==> src/rtl/mem_port_arbiter_pkg.sv <==
// rtl/mem_port_arbiter_pkg.sv - shared types and constants for the unified memory port arbiter
package mem_port_arbiter_pkg;

    typedef enum logic [1:0] {
        IDLE  = 2'd0,
        ISSUE = 2'd1,
        WAIT  = 2'd2,
        DONE  = 2'd3
    } arb_state_t;

    typedef enum logic [1:0] {
        OWN_NONE = 2'd0,
        OWN_I    = 2'd1,
        OWN_D    = 2'd2
    } arb_owner_t;

    // Fetches are always full-word accesses
    localparam logic [2:0] FUNCT3_WORD = 3'b010;

endpackage

==> src/rtl/mem_port_arbiter.sv <==
// rtl/mem_port_arbiter.sv - arbitrates fetch and data requests onto one single-port memory
module mem_port_arbiter
    import mem_port_arbiter_pkg::*;
#(
    parameter int ADDR_W       = 9,
    parameter int DATA_W       = 32,
    parameter int RD_LAT       = 1,
    parameter int MAX_D_STREAK = 4
) (
    input  logic              clk,
    input  logic              reset,
    input  logic              i_req,
    input  logic [ADDR_W-1:0] i_addr,
    input  logic              i_flush,
    output logic              i_ack,
    output logic [DATA_W-1:0] i_rdata,
    output logic              i_stall,
    input  logic              d_req,
    input  logic              d_we,
    input  logic [ADDR_W-1:0] d_addr,
    input  logic [DATA_W-1:0] d_wdata,
    input  logic [2:0]        d_funct3,
    output logic              d_ack,
    output logic [DATA_W-1:0] d_rdata,
    output logic              d_stall,
    output logic              m_req,
    output logic              m_we,
    output logic [ADDR_W-1:0] m_addr,
    output logic [DATA_W-1:0] m_wdata,
    output logic [2:0]        m_funct3,
    input  logic [DATA_W-1:0] m_rdata,
    output logic              busy
);

    localparam int WCNT_W = (RD_LAT < 1) ? 1 : $clog2(RD_LAT + 1);
    localparam int STRK_W = (MAX_D_STREAK < 1) ? 1 : $clog2(MAX_D_STREAK + 1);
    localparam logic [WCNT_W-1:0] WCNT_INIT = WCNT_W'(RD_LAT);
    localparam logic [STRK_W-1:0] STRK_MAX  = STRK_W'(MAX_D_STREAK);

    arb_state_t        state;
    arb_owner_t        owner;
    logic              kill;
    logic [WCNT_W-1:0] wcnt;
    logic [STRK_W-1:0] streak;

    logic starve_i;
    logic grant_d;
    logic grant_i;
    logic kill_now;

    // Data side wins unless fetch has already waited through a full streak of data grants
    assign starve_i = i_req & (streak == STRK_MAX);
    assign grant_d  = d_req & ~starve_i;
    assign grant_i  = i_req & ~grant_d;
    // A flush arriving in the capture cycle must also suppress the fetch result
    assign kill_now = kill | (i_flush & (owner == OWN_I));

    assign i_stall = i_req & ~i_ack;
    assign d_stall = d_req & ~d_ack;
    assign busy    = (state != IDLE);

    // Arbitration FSM: latches a request, strobes memory once, waits, then acks the owner
    always_ff @(posedge clk) begin
        if (reset) begin
            state    <= IDLE;
            owner    <= OWN_NONE;
            kill     <= 1'b0;
            wcnt     <= '0;
            streak   <= '0;
            i_ack    <= 1'b0;
            i_rdata  <= '0;
            d_ack    <= 1'b0;
            d_rdata  <= '0;
            m_req    <= 1'b0;
            m_we     <= 1'b0;
            m_addr   <= '0;
            m_wdata  <= '0;
            m_funct3 <= '0;
        end else begin
            i_ack <= 1'b0;
            d_ack <= 1'b0;
            m_req <= 1'b0;
            case (state)
                IDLE: begin
                    if (grant_d) begin
                        owner    <= OWN_D;
                        m_req    <= 1'b1;
                        m_we     <= d_we;
                        m_addr   <= d_addr;
                        m_wdata  <= d_wdata;
                        m_funct3 <= d_funct3;
                        if (!i_req) begin
                            streak <= '0;
                        end else if (streak != STRK_MAX) begin
                            streak <= streak + 1'b1;
                        end
                        state <= ISSUE;
                    end else if (grant_i) begin
                        owner    <= OWN_I;
                        m_req    <= 1'b1;
                        m_we     <= 1'b0;
                        m_addr   <= i_addr;
                        m_wdata  <= '0;
                        m_funct3 <= FUNCT3_WORD;
                        streak   <= '0;
                        state    <= ISSUE;
                    end
                end
                ISSUE: begin
                    kill <= kill_now;
                    if (m_we) begin
                        d_ack <= 1'b1;
                        state <= DONE;
                    end else begin
                        wcnt  <= WCNT_INIT;
                        state <= WAIT;
                    end
                end
                WAIT: begin
                    kill <= kill_now;
                    wcnt <= wcnt - 1'b1;
                    if (wcnt == 1) begin
                        state <= DONE;
                        if (owner == OWN_D) begin
                            d_rdata <= m_rdata;
                            d_ack   <= 1'b1;
                        end else if (!kill_now) begin
                            i_rdata <= m_rdata;
                            i_ack   <= 1'b1;
                        end
                    end
                end
                DONE: begin
                    kill     <= 1'b0;
                    owner    <= OWN_NONE;
                    m_we     <= 1'b0;
                    m_addr   <= '0;
                    m_wdata  <= '0;
                    m_funct3 <= '0;
                    state    <= IDLE;
                end
                default: state <= IDLE;
            endcase
        end
    end

endmodule

==> config.mk <==
export PLATFORM = sky130hd
export DESIGN_NAME = mem_port_arbiter
export DESIGN_NICKNAME = d
export VERILOG_FILES = /design/src/rtl/mem_port_arbiter_pkg.sv /design/src/rtl/mem_port_arbiter.sv
export SDC_FILE = /design/constraint.sdc
export NUM_CORES = 1
export LEC_CHECK = 0
export CELL_PAD_IN_SITES_DETAIL_PLACEMENT = 1
export CELL_PAD_IN_SITES_GLOBAL_PLACEMENT = 1
export CORE_AREA = 2 2 127 129
export DETAILED_ROUTE_END_ITERATION = 8
export DIE_AREA = 0 0 129 131
export PLACE_DENSITY = 0.93
export SLEW_MARGIN = 0
export SYNTH_ARGS = -nofsm -noshare
export SYNTH_HDL_FRONTEND = slang
export SYNTH_SLANG_ARGS = --single-unit
==> constraint.sdc <==
create_clock -name clk -period 3.4 [get_ports clk]
set_input_delay 0.68 -clock clk [delete_from_list [all_inputs] [get_ports clk]]
set_output_delay 0.68 -clock clk [all_outputs]
set_load 0.005 [all_outputs]
==> flow_summary.ini <==
[yosys]
synth-seq-cells = 121
synthSimpleGateAreaFrac_pct = 22.0
synthTopCellsByArea = dfxtp_1 48%, a21oi_1 8.1%, nand2b_1 8.1%, mux2i_1 6.6%, nand2_1 5.2%
ys_async_sr_fraction_pct = 0
synth_cell_types = 39
synth_mux_area_share_pct = 6.56
synth_area_um2 = 5040
synth-xor-area-share_pct = 0
avgSynthCellArea_um2 = 8.69
synth_ff_type = dfxtp_1
synth_fa_ha_area_share_pct = 1.74
synth_top_area_share_pct = 48.1
synth_area_leader_cell = dfxtp_1
synth_top_family_by_area = simple AND/OR/NAND/NOR gates
seq_area_frac_synth_pct = 48.1
synth_edf_count = 0
ys.warnings.count = 0
syn_inst = 580
synth_nets = 678
synth-compound-area-share_pct = 16.6

[final_layout]
antenna_cells = 0
syn2layout_area_growth_pct = 55.5
final_common_cell = clkdlybuf4s50_1
drive_above_1_share_pct = 6.44
final_cell_mix = 204 x clkdlybuf4s50_1, 121 x dfxtp_1, 82 x a21oi_1, 70 x nand2_1, 65 x nand2b_1
final_core_util_pct = 50.2
num-nets-final = 861

[critical_path]
path_common_cell = clkdlybuf4s50_1
crit_slowest_cell = clkdlybuf4s50_1
arrival_ns = 2.06
path_max_fanout = 8
r2r_end = m_addr[5]
crit_start = i_req
crit_path_max_incr_delay_ns = 0.69
path_cells = clkdlybuf4s50_1 -> nor2b_1 -> clkdlybuf4s50_1
reg2reg_from = state[0]
required_ns = 2.72
reg2reg_slack_ns = 1.24
critPathCapture = i_stall
crit_path_start_kind = input port
r2r_cells = 6
path_class = in2out
end_kind = primary output

[routing]
drcViolationCount = 0
drtIter0Drc = 221
routed_wl_um = 16200
firstDrtPassIters = 4
via_count = 4884
drtAntennaViolNets = 0
routedWlPerCell_um = 16.4
viasPerCell = 4.92

[placement]
dp_hpwl_um = 11100
place_congestion = 0.824
io_buffers = 205
post-place-ws_ns = 0.670

[floorplanning]
core_um2 = 15600
die_h_um = 131
pin_count = 206
num_rows = 46
start_util_pct = 32.3
dieArea_um2 = 16900
die-width_um = 129

[job]
maxCapViolCount = 0

[sta]
fin_setup_tns_ns = 0
period_share_pct = 80.6
clock_skew_ns = 0.00604
setup_viol = 0
final-hold-violation-count = 0
slew_headroom_pct = 48.6
worstMarginPinSlew_ns = 0.769
fmax_mhz = 365
holdWs_ns = 0.451
fin_ws_ns = 0.659
drv_slew = 0
rsz0062_at_grt = no
min_period_ns = 2.74

[clock_network]
post_cts_resized = 0
post_cts_buffers = 0
worstSkewPairLatency_ns = 0.41
ctsHoldBuffers = 0
numCtsBuffers = 17
htreeDepth = 4
clk_pin_slew_ns = 0.06
clock-sinks = 121
clockBufferDepth = 2
clockRootBuffer = clkbuf_16
cts_tree = yes

[global_routing]
grt_overflow_total = 0
antenna_found_initial = 0
grt_pass1_vias = 4979
grt_max_degree = 84
gr-usage-all-layers_pct = 19.1
grt_pass1_wl_um = 25300

[pwr]
sequentialPowerShare_pct = 35.1
vdd_drop_max_mv = 0.390
p_int_mw = 3.46
p_leak_nw = 2.68
pwr-share-clk_pct = 37.0
swShare_pct = 30.1
comb_power_share_pct = 27.9
switchingPower_mw = 1.49
p_per_area_nw_per_um2 = 632

[status]
status = finished clean

[hold_path]
hold_path_class = reg2reg
==> area by class of cell <==
| type | count | area [um2] |
|---|---|---|
| sequential | 121 | 2420 |
| clock inverter | 15 | 176 |
| timing repair buffer | 215 | 2140 |
| inverter | 9 | 33.8 |
| tap | 216 | 270 |
| multi-input combinational | 399 | 2370 |
| clock buffer | 17 | 425 |
| fill | 1785 | 7760 |
==> flip-flops by register name (all words and copies together), names as in the netlist <==
name	cells
m_funct3	3
i_rdata	32
m_addr	9
wcnt	1
state	2
m_we	1
m_wdata	32
kill	1
m_req	1
d_ack	1
d_rdata	32
streak	3
owner	2
i_ack	1
==> stage by stage <==
step                      std cells  cell area (um2)  power [mW]
after floorplan                 580             5040        2.47
after global placement          960             7230        3.11
after detailed placement        960             7230        3.15
after CTS                       992             7840        5.02
after global routing            992             7840        5.21
final                           992             7840        4.95
==> kinds of logic after synthesis <==
| group | Yosys count |
|---|---|
| compound gates | 147 |
| flops | 121 |
| fa+ha+maj | 7 |
| buf+inv | 60 |
| simple gates | 212 |
| mux | 33 |
==> power groups by stage <==
stage | logic (mW) | registers, mW | clock network (mW)
2_1_floorplan | 0.703 | 1.77 | 0
3_3_place_gp | 1.35 | 1.76 | 0
3_5_place_dp | 1.39 | 1.77 | 0
4_1_cts | 1.40 | 1.74 | 1.88
5_1_grt | 1.52 | 1.76 | 1.92
6_report | 1.38 | 1.74 | 1.83
==> worst min-delay path by stage <==
stage | to | from | depth (start not counted) | slack, ns
final | d_rdata[13] | d_rdata[13] | 2 | 0.45
after global routing | d_rdata[31] | d_rdata[31] | 2 | 0.47
after CTS | d_rdata[13] | d_rdata[13] | 2 | 0.46
after detailed placement | d_rdata[13] | d_rdata[13] | 2 | 0.45
after global placement | d_rdata[0] | d_rdata[0] | 2 | 0.44
after floorplan | streak[0] | streak[0] | 2 | 0.45
==> worst max-delay path, delay by kind of cell <==
family	cells	cell delay [ns]
and+or+nand+nor	1	0.18
buffers and inverters	2	1.20
==> per-layer routing <==
metal  vias to the layer above  share of wire (%)  global-route usage, %
li1                       2372                  -                      -
met1                      2332                 42                   22.0
met2                       156                 49                   32.6
met3                        24                7.3                   6.56
met4                         0                1.9                   7.67
met5                         -                  0                      0
==> cells in the mapped netlist (all sizes together), types with 2 or more instances <==
library cell	count
clkbuf	39
buf	12
a311oi	9
nand2	70
nor2	8
ha	7
nand4	4
nand2b	65
mux2i	33
nor2b	4
and3b	3
a21oi	82
and2	2
nor3b	3
nand3	43
dfxtp	121
o211ai	10
or2	2
inv	9
o21ai	39
(Power assumes the default switching activity.)
